`config.mk`:
```
export PLATFORM = sky130hd
export DESIGN_NAME = ssd_scan_driver
export DESIGN_NICKNAME = d
export VERILOG_FILES = /design/src/rtl/ssd_scan_driver.sv
export SDC_FILE = /design/constraint.sdc
export NUM_CORES = 1
export LEC_CHECK = 0
export ABC_AREA = 1
export BUFFER_PORTS_ARGS = -buffer_cell sky130_fd_sc_hd__buf_2
export CAP_MARGIN = 20
export CORE_MARGIN = 2
export CORE_UTILIZATION = 50
export DETAILED_ROUTE_END_ITERATION = 7
export MAX_ROUTING_LAYER = met4
export PLACE_DENSITY = 0.72
export SLEW_MARGIN = 20
export SYNTH_ARGS = -nofsm -noshare
export SYNTH_HDL_FRONTEND = slang
export SYNTH_SLANG_ARGS = --single-unit
```
`constraint.sdc`:
```
create_clock -name clk -period 2.6 [get_ports clk]
set_input_delay 0.52 -clock clk [delete_from_list [all_inputs] [get_ports clk]]
set_output_delay 0.52 -clock clk [all_outputs]
set_load 0.01 [all_outputs]
```
`src/rtl/ssd_scan_driver.sv`:
```
// -----------------------------------------------------------------------------
// ssd_scan_driver
// Time-multiplexes a 16-bit value onto a 4-digit common-anode seven-segment
// display. Each digit stays lit for REFRESH_DIV clock cycles. One nibble per
// cycle goes to the downstream hex-to-segment decoder, together with the
// matching active-low anode enable.
//
// A loaded value is held in a pending register. It reaches the displayed
// (shadow) value only at a frame boundary, so a frame never shows a mix of
// old and new digits. Leading-zero blanking is optional.
//
// Ports:
//   clk          in   1   system clock, rising edge
//   reset        in   1   asynchronous, active-high reset
//   value_in     in  16   value to display; nibble k drives digit k (0 = rightmost)
//   load         in   1   one-cycle strobe: capture value_in
//   blank_lz     in   1   1 = blank leading zero digits (digit 0 never blanked)
//   nibble       out  4   hex digit for the seven-segment decoder
//   an           out  4   anode enables, active-low (4'b1111 = blank)
//   digit_idx    out  2   index of the digit currently being scanned
//   upd_pending  out  1   a loaded value is waiting for the next frame boundary
// -----------------------------------------------------------------------------
module ssd_scan_driver #(
    parameter int REFRESH_DIV = 100000,
    parameter int CNT_W       = 17
) (
    input  logic        clk,
    input  logic        reset,
    input  logic [15:0] value_in,
    input  logic        load,
    input  logic        blank_lz,
    output logic [3:0]  nibble,
    output logic [3:0]  an,
    output logic [1:0]  digit_idx,
    output logic        upd_pending
);

    logic [CNT_W-1:0] r_div_cnt;
    logic [1:0]       r_digit_idx;
    logic [15:0]      r_shadow;
    logic [15:0]      r_pending;
    logic             r_upd_pending;
    logic [3:0]       r_an;
    logic [3:0]       r_nibble;

    logic             w_step;
    logic             w_boundary;
    logic [3:0]       w_lz;
    logic             w_blanked;
    logic [3:0]       w_nibble_sel;
    logic [3:0]       w_an_sel;

    // Divider terminal count and frame boundary (the step that wraps digit 3 -> 0)
    always_comb begin
        w_step     = (r_div_cnt == CNT_W'(REFRESH_DIV - 1));
        w_boundary = w_step && (r_digit_idx == 2'd3);
    end

    // Per-digit select of the shadow nibble, the anode pattern and the blank flag
    always_comb begin
        w_lz         = 4'b0000;
        w_nibble_sel = 4'h0;
        w_an_sel     = 4'b1111;
        // w_lz[k]: nibble k and every higher nibble are zero; digit 0 is never blanked
        w_lz[3]      = (r_shadow[15:12] == 4'h0);
        w_lz[2]      = w_lz[3] && (r_shadow[11:8] == 4'h0);
        w_lz[1]      = w_lz[2] && (r_shadow[7:4] == 4'h0);
        w_lz[0]      = 1'b0;
        case (r_digit_idx)
            2'd0: begin
                w_nibble_sel = r_shadow[3:0];
                w_an_sel     = 4'b1110;
            end
            2'd1: begin
                w_nibble_sel = r_shadow[7:4];
                w_an_sel     = 4'b1101;
            end
            2'd2: begin
                w_nibble_sel = r_shadow[11:8];
                w_an_sel     = 4'b1011;
            end
            2'd3: begin
                w_nibble_sel = r_shadow[15:12];
                w_an_sel     = 4'b0111;
            end
            default: begin
                w_nibble_sel = 4'h0;
                w_an_sel     = 4'b1111;
            end
        endcase
        w_blanked = blank_lz && w_lz[r_digit_idx];
    end

    // Refresh divider and digit index
    always_ff @(posedge clk or posedge reset) begin
        if (reset) begin
            r_div_cnt   <= {CNT_W{1'b0}};
            r_digit_idx <= 2'd0;
        end else if (w_step) begin
            r_div_cnt   <= {CNT_W{1'b0}};
            r_digit_idx <= r_digit_idx + 2'd1;
        end else begin
            r_div_cnt   <= r_div_cnt + {{(CNT_W-1){1'b0}}, 1'b1};
            r_digit_idx <= r_digit_idx;
        end
    end

    // Double-buffered value: pending captures loads, shadow updates only at a boundary
    always_ff @(posedge clk or posedge reset) begin
        if (reset) begin
            r_pending     <= 16'h0000;
            r_shadow      <= 16'h0000;
            r_upd_pending <= 1'b0;
        end else if (w_boundary && load) begin
            // A load that lands on the boundary bypasses the pending register
            r_shadow      <= value_in;
            r_upd_pending <= 1'b0;
        end else if (w_boundary) begin
            if (r_upd_pending) begin
                r_shadow <= r_pending;
            end else begin
                r_shadow <= r_shadow;
            end
            r_upd_pending <= 1'b0;
        end else if (load) begin
            r_pending     <= value_in;
            r_upd_pending <= 1'b1;
        end else begin
            r_upd_pending <= r_upd_pending;
        end
    end

    // Registered display outputs, one cycle behind digit_idx/shadow
    always_ff @(posedge clk or posedge reset) begin
        if (reset) begin
            r_an     <= 4'b1111;
            r_nibble <= 4'h0;
        end else begin
            r_an     <= w_blanked ? 4'b1111 : w_an_sel;
            r_nibble <= w_nibble_sel;
        end
    end

    assign nibble      = r_nibble;
    assign an          = r_an;
    assign digit_idx   = r_digit_idx;
    assign upd_pending = r_upd_pending;

endmodule
```
==> summary.md, run 1 <==
| Metric | Value |
|---|---|
| Status | `finished clean` |
| Post-synth EDFFs | `0` |
| Post-layout nets | `457` |
| Max VDD drop | `0.000388 V` |
| Final setup violation count | `0` |
| Routed wire per std cell | `13.0 um` |
| Core area | `5960 um2` |
| Final GP Congestion | `0.851` |
| Pwr/cell area | `576 nW/um2` |
| Die area | `6860 um2` |
| Inserted Diodes | `0` |
| Critical Path AT | `2080 ps` |
| Post-CTS Setup Bufs | `0` |
| Worst setup EP type | `flip-flop` |
| Multi-input gate area | `1330 um2` |
| Clock Sinks | `60` |
| Avg Vias per Cell | `4.98` |
| Die Ht | `82.8 um` |
| Seq cells post-synth | `60` |
| DP Wirelength | `4730 um` |
| Clock root cell | `clkbuf_8` |
| Sequential fraction of the synthesis area | `48.5%` |
| Most common cell after layout, fill and taps aside | `nand2_1` |
| Slew Limit Fails | `0` |
| Period utilization | `69.3%` |
| Hold Crit Class | `in -> async` |
| DR DRC count | `0` |
| Register area | `1510 um2` |
| Leak | `1.97 nW` |
| Io pins | `31` |
| Actual slew at the worst max-slew pin | `572 ps` |
| Setup TNS | `0 ps` |
| Post-CTS Hold Buffers | `0` |
| Ys flop type | `dfrtp_1` |
| P&R area growth vs syn | `13.7%` |
| Req. time, crit path | `2870 ps` |
| Initial antenna violation count | `0` |
| Final hold vios | `0` |
| Relative slew slack | `61.5%` |
| Die W | `82.8 um` |
| TritonRoute pass-1 iters | `4` |
| CTS Buf Count | `9` |
| GRT overflow | `0` |
| Vias | `2,549` |
| Synthesized area | `3110 um2` |
| Most frequent cells in the layout | `nand2_1 (120), nor2_1 (59), dfrtp_1 (56)` |
| Synth area leaders | `dfrtp_1 (45%), nand2_1 (15%), nor2_1 (7.1%)` |
| Min Tclk post-route | `1800 ps` |
| Number of antenna-violating nets in the routed design | `0` |
| Number of global-route vias before repair | `2,527` |
| Largest net degree at the start of global routing | `33` |
| Clock Skew | `8.37 ps` |
| CTS tree | `yes` |
| Async SR Flop Fraction | `100%` |
| Post-route cell area | `3530 um2` |
| Gate Count Post-Synth | `399` |
| Area leader, netlist | `dfrtp_1` |
| F_max | `555 MHz` |
| YS warnings | `0` |
| Share of cells above drive strength 1 | `17.6%` |
| Maximum capacitance violations | `0` |
| Std cell rows | `28` |
| Critical setup path kind | `reg -> reg` |
| Clk_lat worst skew | `350 ps` |
| DRT Wirelength | `6680 um` |
| Mapped Nets | `424` |
| Tot GR Track Use | `22.0%` |
| First-pass GRT wire length | `11,800 um` |
| Initial DRC count | `166` |
| Clock Path Buffers | `2` |
| H-tree depth | `3` |
| Post-CTS Resized | `0` |
| Initial Utilization | `52.1%` |
| Startpoint Class | `flip-flop` |
| Clk slew on worst S/H paths | `70 ps` |
| Layout filler cell count | `563` |
| Crit-path max FO | `17` |
| Share of the synthesized area in the top cell type | `45.1%` |
| RSZ-0062 raised after global routing | `false` |
| DP Area | `3300 um2` |
| Syn_area_per_cell | `7.78 um2` |
| Cell variety after synth | `29` |
| PortBufs | `30` |
==> flip-flops by register name (all words and copies together) (netlist names) <==
signal and count:
an 4, digit_idx 2, nibble 4, r_div_cnt 17, r_pending 16, r_shadow 16
upd_pending 1
==> metrics by stage <==
stage | hold slack (ps) | instances | power (W) | worst slack [ps] | utilization [%]
after floorplan | 431 | 399 | 0.00106 | 602 | -
after global placement | 443 | 496 | 0.00109 | 838 | 55.5
after detailed placement | 450 | 496 | 0.00109 | 800 | 55.5
after CTS | 155 | 512 | 0.00205 | 772 | 59.3
after global routing | 179 | 512 | 0.00212 | 638 | 59.3
final | 150 | 512 | 0.00203 | 797 | 59.3
==> cell type report <==
cell class / count / area share, %
sequential: 60 / 42.6
multi-input combinational: 275 / 37.6
inverter: 52 / 5.56
timing repair buffer: 34 / 5.10
clock buffer: 12 / 4.39
tap: 75 / 2.66
clock inverter: 4 / 2.05
==> Yosys cell counts (4+ instances only) <==
cell type / n
a21oi_1: 7
buf_2: 5
dfrtp_1: 56
dfstp_2: 4
ha_1: 5
inv_1: 49
nand2_1: 120
nand2_2: 12
nand3_1: 26
nand4_1: 5
nor2_1: 59
nor3_1: 5
o21ai_0: 12
xor2_1: 12
==> power breakdown <==
part / switching, W / internal, W / leakage (nW)
registers: 0.0000132 / 0.000956 / 0.776
clock network: 0.000367 / 0.000591 / 0.113
logic: 0.0000675 / 0.0000393 / 1.08
total: 0.000448 / 0.00159 / 1.97
==> worst paths after layout <==
path	start	end	slack, ps	depth (start not counted)
worst max-delay path	r_div_cnt[0]$_DFF_PP0_	r_pending[13]$_DFFE_PP0P_	800	11
worst min-delay path	reset	r_div_cnt[11]$_DFF_PP0_	150	2
worst max register to register	r_div_cnt[0]$_DFF_PP0_	r_pending[13]$_DFFE_PP0P_	800	11
worst min register to register	r_div_cnt[0]$_DFF_PP0_	r_div_cnt[0]$_DFF_PP0_	460	1
max in group asynchronous	reset	an[1]$_DFF_PP1_	1770	3
min in group clk	value_in[4]	r_pending[4]$_DFFE_PP0P_	420	3
==> per-layer routing <==
metal  global-route usage, %  share of wire (%)  routed length (um)
met5                       -                  0                   0
met4                    8.94                2.1                 141
met3                    5.37                3.8                 255
met2                    33.4                 47                3170
met1                    28.6                 47                3110
==> critical path, cell delays in order, from the launching register on <==
cell and delay [ps]:
dfrtp_1 370, ha_1 200, nand2_2 80, nor2_4 170
nand3_2 110, nor2_4 130, nand2_4 80, clkinv_2 110
nand2_4 160, nand2_8 200, nand2_1 70, nand2_1 60
==> cell families (layout without fill, tap and decap cells) <==
family | count (synthesis) | after routing | synth area share (%)
xor gates and xnor gates | 12 | 12 | 3.38
DFF | 60 | 60 | 48.5
buffers and inverters | 64 | 102 | 8.74
adders and majority gates | 5 | 5 | 2.01
AOI/OAI and AO/OA | 20 | 20 | 3.30
and+or+nand+nor | 238 | 238 | 34.0
No activity file was read; power rests on OpenSTA's default activity.
==> inputs of run 2 (changes only) <==
--- a/config.mk
+++ b/config.mk
@@ -5,14 +5,14 @@
 export SDC_FILE = /design/constraint.sdc
 export NUM_CORES = 1
 export LEC_CHECK = 0
-export ABC_AREA = 1
+export ABC_AREA = 0
 export BUFFER_PORTS_ARGS = -buffer_cell sky130_fd_sc_hd__buf_2
 export CAP_MARGIN = 20
 export CORE_MARGIN = 2
 export CORE_UTILIZATION = 50
 export DETAILED_ROUTE_END_ITERATION = 7
 export MAX_ROUTING_LAYER = met4
-export PLACE_DENSITY = 0.72
+export PLACE_DENSITY = 0.76
 export SLEW_MARGIN = 20
 export SYNTH_ARGS = -nofsm -noshare
 export SYNTH_HDL_FRONTEND = slang
==> constraint.sdc (replaced) <==
create_clock -name clk -period 1.55 [get_ports clk]
set_input_delay 0.31 -clock clk [delete_from_list [all_inputs] [get_ports clk]]
set_output_delay 0.31 -clock clk [all_outputs]
set_load 0.01 [all_outputs]
==> run 2 against run 1 <==
Compared with the run above:
- the flow now finishes with violations (setup timing)
- maximum frequency shrank 9.6%
- largest cell class unchanged
- critical endpoint is now r_pending[3]$_DFFE_PP0P_
- design area fell by 0.39%
- total power is 66% higher
- global-route usage up 0.95 points
- cell count shrank 25%
==> summary.md, run 2 <==
| Metric | Value |
|---|---|
| Crit path depth | `5 (-6)` |
| Clock Skew | `9.63 ps (+1.26 ps)` |
| Inserted Diodes | `0 (unchanged)` |
| Startpoint Class | `flip-flop` |
| F_max | `501 MHz (-9.6%)` |
| Commonest cells post-synth | `dfrtp_1 (56), nand2_1 (27), o21ai_0 (20)` |
| Final hold vios | `0 (unchanged)` |
| Actual slew at the worst max-slew pin | `731 ps (+160 ps)` |
| Critical Path AT | `2230 ps (+150 ps)` |
| Top delay family on crit path | `simple AND/OR/NAND/NOR gates` |
| Maximum capacitance violations | `0 (unchanged)` |
| Sequential fraction of the synthesis area | `57.0% (+8.5 points)` |
| Clk_lat worst skew | `340 ps (about the same)` |
| Avg Vias per Cell | `5.40 (+8.6%)` |
| Std cell rows | `26 (-7.1%)` |
| Pre-CTS WS | `-458 ps (-1260 ps)` |
| Ys flop type | `dfrtp_1` |
| Seq cells post-synth | `60 (unchanged)` |
| Final setup violation count | `44 (+44)` |
| Crit-path max FO | `8 (-9)` |
| Clock root cell | `clkbuf_8` |
| Area leader, netlist | `dfrtp_1` |
| Critical R2R Capture | `r_pending[3]$_DFFE_PP0P_` |
| GRT overflow | `0 (unchanged)` |
| Worst setup EP type | `flip-flop` |
| Min Tclk post-route | `2000 ps (+192 ps)` |
| Relative slew slack | `51.1% (-10 points)` |
| Largest stage delay, worst path | `550 ps (+180 ps)` |
| Io pins | `31 (unchanged)` |
| Die W | `76.7 um (-7.4%)` |
| Failing checks | `setup timing` |
| Core area | `5110 um2 (-14%)` |
| CP endpoint | `r_pending[3]$_DFFE_PP0P_` |
| Syn_area_per_cell | `11.3 um2 (+45%)` |
| Initial Utilization | `51.8% (-0.38 points)` |
| Clock Path Buffers | `2 (unchanged)` |
| Pwr/cell area | `959 nW/um2 (+67%)` |
| Mapped Nets | `259 (-39%)` |
| Gate Count Post-Synth | `234 (-41%)` |
| Routed wire per std cell | `15.7 um (+20%)` |
| Initial antenna violation count | `0 (unchanged)` |
| Period utilization | `129% (+59 points)` |
| RSZ-0062 raised after global routing | `true` |
| Largest registers | `r_div_cnt x17, r_pending x16, r_shadow x16` |
| Worst R2R Start | `r_div_cnt[13]$_DFF_PP0_` |
| Worst Setup SP | `r_div_cnt[13]$_DFF_PP0_` |
| YS warnings | `0 (unchanged)` |
| Final GP Congestion | `0.840 (-1.2%)` |
| Leak | `1.67 nW (-15%)` |
| Hold slack final | `213 ps (+62.4 ps)` |
| Number of antenna-violating nets in the routed design | `0 (unchanged)` |
| WP buf/inv | `1 (unchanged)` |
| Slowest CP cell | `or4b_4` |
| Largest reg by FF count | `r_div_cnt` |
| Critical setup path kind | `reg -> reg` |
| H-tree depth | `3 (unchanged)` |
| Hold Crit Class | `in -> reg` |
| Reg2Reg Setup Slack | `-450 ps (-1240 ps)` |
| Largest net degree at the start of global routing | `23 (-30%)` |
| Synthesized area | `2640 um2 (-15%)` |
| CTS Buf Count | `9 (unchanged)` |
| Req. time, crit path | `1780 ps (-1090 ps)` |
| Async SR Flop Fraction | `100% (unchanged)` |
| Worst-path cell chain | `or4b_4, nor4_4, buf_4, a21oi_2, mux2_2` |
| Slew Limit Fails | `0 (unchanged)` |
| Max VDD drop | `0.000792 V (+100%)` |
| Count leader, synth | `dfrtp_1` |
| Synth area leaders | `dfrtp_1 (53%), mux2_2 (6.8%), dfstp_2 (4.0%)` |
| CTS tree | `yes` |
| Share of cells above drive strength 1 | `39.0% (+21 points)` |
| Max reg flops | `17 (unchanged)` |
| Most frequent cells in the layout | `dfrtp_1 (56), buf_4 (34), buf_2 (30)` |
| DR DRC count | `0 (unchanged)` |
| Number of global-route vias before repair | `2,118 (-16%)` |
| First-pass GRT wire length | `10,000 um (-15%)` |
| Initial DRC count | `201 (+21%)` |
| Status | `finished, violations left` |
| Clock Sinks | `60 (unchanged)` |
| Vias | `2,070 (-19%)` |
| Most common cell after layout, fill and taps aside | `dfrtp_1` |
| TritonRoute pass-1 iters | `5 (+1)` |
| P&R area growth vs syn | `33.1%` |
| Post-layout nets | `333 (-27%)` |
| DRT Wirelength | `6000 um (-10%)` |
| PortBufs | `30 (unchanged)` |
| Clk slew on worst S/H paths | `70 ps (about the same)` |
| Worst Reg-to-Reg Cells | `5 (-6)` |
| Post-synth EDFFs | `0 (unchanged)` |
| Die Ht | `76.7 um (-7.4%)` |
| Die area | `5890 um2 (-14%)` |
| DP Wirelength | `4000 um (-15%)` |
| Cell variety after synth | `35 (+21%)` |
| Final setup margin | `-445 ps (-1240 ps)` |
| Share of the synthesized area in the top cell type | `53.0% (+7.9 points)` |
| Tot GR Track Use | `23.0% (+0.95 points)` |
run 2: cell types whose count changed in the layout (fill, tap and decap cells not counted), moves of 11 or more:
cell	change
a22oi_1	+11
nand2_1	-94
buf_4	+30
nand3_1	-21
o21ai_1	+13
mux2_2	+15
nor2_1	-45
nand2_2	-12
inv_1	-40
run 2: worst min path at each step:
stage	slack (ps)	depth (start not counted)	to	start
finish	210	2	r_pending[12]$_DFFE_PP0P_	value_in[12]
global route	220	2	r_pending[12]$_DFFE_PP0P_	value_in[12]
CTS	200	2	r_pending[8]$_DFFE_PP0P_	value_in[8]
detailed placement	340	2	nibble[2]$_DFF_PP0_	reset
global placement	330	2	nibble[2]$_DFF_PP0_	reset
floorplan	410	1	digit_idx[0]$_DFFE_PP0N_	reset
run 2: logic make-up (layout without fill, tap and decap cells):
kind of cell	after synthesis	after routing	synth area share, %
and+or+nand+nor	70	70	13.6
buffers and inverters	19	97	2.74
adders and majority gates	5	5	2.37
AOI/OAI and AO/OA	45	46	11.0
DFF	60	60	57.0
muxes	20	20	8.33
xor gates and xnor gates	15	15	4.97
run 2: metal layers:
layer / vias up / global-route usage, % / share of wire (%)
li1: 983 / - / -
met4: 0 / 11.6 / 2.7
met1: 1004 / 30.1 / 45
met3: 15 / 4.94 / 5.3
met2: 68 / 34.0 / 46
met5: - / - / 0
run 2: timing repair:
action / 4_1_cts / 5_1_grt
setup buffers: 1 / 5
hold buffers: 1 / 0
hold endpoints to repair: 17 / 0
setup endpoints to repair: 44 / 48
pin swaps: 6 / 6
gates cloned: 1 / 0
resized for setup: 13 / 15
run 2: worst register-to-register path, cell delays in order, from the launching register on:
cell	delay, ps
dfrtp_1	380
or4b_4	550
nor4_4	320
buf_4	190
a21oi_2	150
mux2_2	310
run 2: area by class of cell:
cell class                      count  area (um2)
Clock buffer                       13         169
Clock inverter                      3        43.8
Multi-Input combinational cell    156        1150
Tap cell                           70        87.6
Timing Repair Buffer               72         519
Sequential cell                    60        1510
Inverter                            9        37.5
Fill cell                         370        1590
run 2: through the flow:
stage	total power (W)	instances	setup TNS [ps]	instance area (um2)	util, %
2_1_floorplan	0.00183	234	-19710	2670	-
3_3_place_gp	0.00190	359	-13960	3130	61.3
3_5_place_dp	0.00191	359	-14980	3130	61.3
4_1_cts	0.00340	378	-15580	3400	66.6
5_1_grt	0.00350	383	-20030	3520	68.9
6_report	0.00337	383	-17240	3520	68.9
run 2: report_power, final:
group / internal [W] / switching, W / leakage [nW]
Clock: 0.000874 / 0.000601 / 0.110
Sequential: 0.00163 / 0.0000412 / 0.749
Combinational: 0.000106 / 0.000120 / 0.811
==> inputs of run 3 (changes only) <==
--- a/config.mk
+++ b/config.mk
@@ -6,7 +6,7 @@
 export NUM_CORES = 1
 export LEC_CHECK = 0
 export ABC_AREA = 0
-export BUFFER_PORTS_ARGS = -buffer_cell sky130_fd_sc_hd__buf_2
+export BUFFER_PORTS_ARGS = -buffer_cell sky130_fd_sc_hd__buf_4
 export CAP_MARGIN = 20
 export CORE_MARGIN = 2
 export CORE_UTILIZATION = 50
==> run 3 against run 2 <==
Compared with the run above:
- the run still ends with setup timing left
- global-route usage is 2.4 points lower
- hold slack worse by 170 ps
- worst setup slack worse by 13 ps
- maximum frequency is 0.66% lower
- cell count is 1.6% lower
- first-iteration DRC count is 21% lower
- clock power is 18% lower
- sequential cell count stayed put
- die area stayed put
- critical path depth stayed put
- utilization is 0.20 points lower
- register-to-register slack hardly changed
- largest cell class unchanged
- largest power group unchanged
==> summary.md, run 3 (same netlist as run 2, synthesis figures left out) <==
| Metric | Value |
|---|---|
| Status | `finished, violations left` |
| Failing checks | `setup timing` |
| Post-CTS Hold Buffers | `0 (-1)` |
| Crit-path max FO | `8 (unchanged)` |
| Max VDD drop | `0.000694 V (-12%)` |
| Clk slew on worst S/H paths | `70 ps (about the same)` |
| Setup TNS | `-15,670 ps (+1580 ps)` |
| RSZ-0062 raised after global routing | `true` |
| Post-route cell area | `3510 um2 (-0.28%)` |
| DR DRC count | `0 (unchanged)` |
| Inserted Diodes | `0 (unchanged)` |
| F_max | `498 MHz (-0.66%)` |
| Io pins | `31 (unchanged)` |
| Clk_lat worst skew | `340 ps (about the same)` |
| Clock Sinks | `60 (unchanged)` |
| Slew Limit Fails | `0 (unchanged)` |
| Met2 Use GR | `28.5% (-5.5 points)` |
| Period utilization | `130% (+0.86 points)` |
| Relative slew slack | `52.4% (+1.2 points)` |
| P&R area growth vs syn | `32.7%` |
| Initial Utilization | `51.8% (unchanged)` |
| Post-layout nets | `327 (-1.8%)` |
| Startpoint Class | `flip-flop` |
| Clock Skew | `9.55 ps (-0.0792 ps)` |
| Pre-CTS WS | `-468 ps (-9.49 ps)` |
| Die area | `5890 um2 (unchanged)` |
| Critical setup path kind | `reg -> reg` |
| Worst setup EP type | `flip-flop` |
| Met1 usage | `28.7% (-1.5 points)` |
| First-pass GRT wire length | `9080 um (-9.4%)` |
| Final setup margin | `-459 ps (-13.3 ps)` |
| Most common cell after layout, fill and taps aside | `buf_4` |
| Placed insts | `358 (-0.28%)` |
| Final hold vios | `0 (unchanged)` |
| PortBufs | `30 (unchanged)` |
| Clock root cell | `clkbuf_8` |
| DP Wirelength | `3750 um (-6.2%)` |
| Critical Path AT | `2230 ps (about the same)` |
| Avg Vias per Cell | `5.46 (+1.0%)` |
| Most frequent cells in the layout | `buf_4 (62), dfrtp_1 (56), nand2_1 (24)` |
| Slowest CP cell | `or4b_4` |
| Pwr/cell area | `892 nW/um2 (-7.0%)` |
| Share of cells above drive strength 1 | `41.0% (+2.1 points)` |
| Worst-path cell chain | `or4b_4, nor4_4, buf_4, a21oi_4, mux2_2` |
| GRT overflow | `0 (unchanged)` |
| Core area | `5110 um2 (unchanged)` |
| Initial DRC count | `158 (-21%)` |
| Routed wire per std cell | `14.6 um (-6.7%)` |
| CTS tree | `yes` |
| DP Area | `3210 um2 (+2.6%)` |
| TritonRoute pass-1 iters | `4 (-1)` |
| Actual slew at the worst max-slew pin | `713 ps (-18.5 ps)` |
| Final setup violation count | `44 (unchanged)` |
| Die Ht | `76.7 um (unchanged)` |
| Die W | `76.7 um (unchanged)` |
| H-tree depth | `3 (unchanged)` |
| CTS Buf Count | `9 (unchanged)` |
| Tot GR Track Use | `20.6% (-2.4 points)` |
| Hold Crit Class | `in -> async` |
| Max reg flops | `17 (unchanged)` |
| Largest stage delay, worst path | `550 ps (about the same)` |
| Leak | `1.65 nW (-1.1%)` |
| Largest net degree at the start of global routing | `61 (+170%)` |
| Final GP Congestion | `0.800 (-4.8%)` |
| Number of global-route vias before repair | `1,888 (-11%)` |
| Number of antenna-violating nets in the routed design | `0 (unchanged)` |
| Min Tclk post-route | `2010 ps (+13.3 ps)` |
| Clock Path Buffers | `2 (unchanged)` |
| Post-route insts no fill | `377 (-1.6%)` |
| Initial antenna violation count | `0 (unchanged)` |
| Vias | `2,058 (-0.58%)` |
| Most used routing layer | `met1` |
| Req. time, crit path | `1770 ps (about the same)` |
| Largest reg by FF count | `r_div_cnt` |
| DRT Wirelength | `5510 um (-8.1%)` |
| Std cell rows | `26 (unchanged)` |
| Met3 GRT Util | `4.47% (-0.47 points)` |
| Maximum capacitance violations | `0 (unchanged)` |
| Largest registers | `r_div_cnt x17, r_pending x16, r_shadow x16` |
-- run 3: cell count changes in the layout (fill, tap and decap cells not counted), moves of 2 or more --
| cell | delta |
|---|---|
| buf_4 | +28 |
| clkbuf_8 | -2 |
| buf_8 | -2 |
| nand2_2 | +2 |
| a21oi_2 | -2 |
| nand2_1 | -2 |
| o21ai_2 | +11 |
| o21ai_1 | -11 |
| buf_6 | -2 |
| clkinv_2 | +3 |
| buf_2 | -30 |
-- run 3: final timing paths --
check	start	endpoint	slack (ps)	cells after the start
max	r_div_cnt[12]$_DFF_PP0_	r_pending[6]$_DFFE_PP0P_	-460	5
min	reset	nibble[2]$_DFF_PP0_	40	3
max reg2reg	r_div_cnt[12]$_DFF_PP0_	r_pending[6]$_DFFE_PP0P_	-460	5
min in group clk	value_in[13]	r_pending[13]$_DFFE_PP0P_	210	2
max in group asynchronous	reset	an[2]$_DFF_PP1_	1220	3
min reg2reg	r_shadow[0]$_DFFE_PP0P_	r_shadow[0]$_DFFE_PP0P_	500	2
-- run 3: cell type report --
type                    count  area (um2)
clock buffers              11         141
clock inverters             5        27.5
repair buffers             66         542
inverters                   9        37.5
flip-flops and latches     60        1510
fillers                   361        1600
multi-input cells         156        1170
well taps                  70        87.6
-- run 3: worst max-delay path, delay by kind of cell, from the launching register on --
kind,cells,cell delay (ps)
compound gates,1,100
buf+inv,1,210
flops,1,390
mux,1,290
simple gates,2,910
-- run 3: where the power goes --
| part | switching (W) | internal (W) | leakage (nW) |
|---|---|---|---|
| Clock | 0.000599 | 0.000611 | 0.0889 |
| Sequential | 0.0000397 | 0.00163 | 0.749 |
| Combinational | 0.000126 | 0.000120 | 0.813 |
| Total | 0.000764 | 0.00236 | 1.65 |
-- run 3: repair_timing --
item,CTS,global route
endpoints found under the setup margin,44,46
pin swaps,0,17
gates cloned,1,1
hold endpoints to repair,0,0
gates resized for setup,1,28
setup buffers,0,1
-- run 3: through the flow --
step / hold slack (ps) / total power (W) / utilization, %
6_report: 38.6 / 0.00313 / 68.7
5_1_grt: 54.6 / 0.00326 / 68.7
4_1_cts: 51.4 / 0.00313 / 66.5
3_5_place_dp: 418 / 0.00193 / 62.9
3_3_place_gp: 417 / 0.00192 / 62.9
2_1_floorplan: 414 / 0.00183 / -
-- run 3: per-layer routing --
layer  up-vias  share of wire (%)
met5         -                  0
met4         0                1.9
met3        11                4.4
met2        65                 47
met1      1014                 47
li1        968                  -
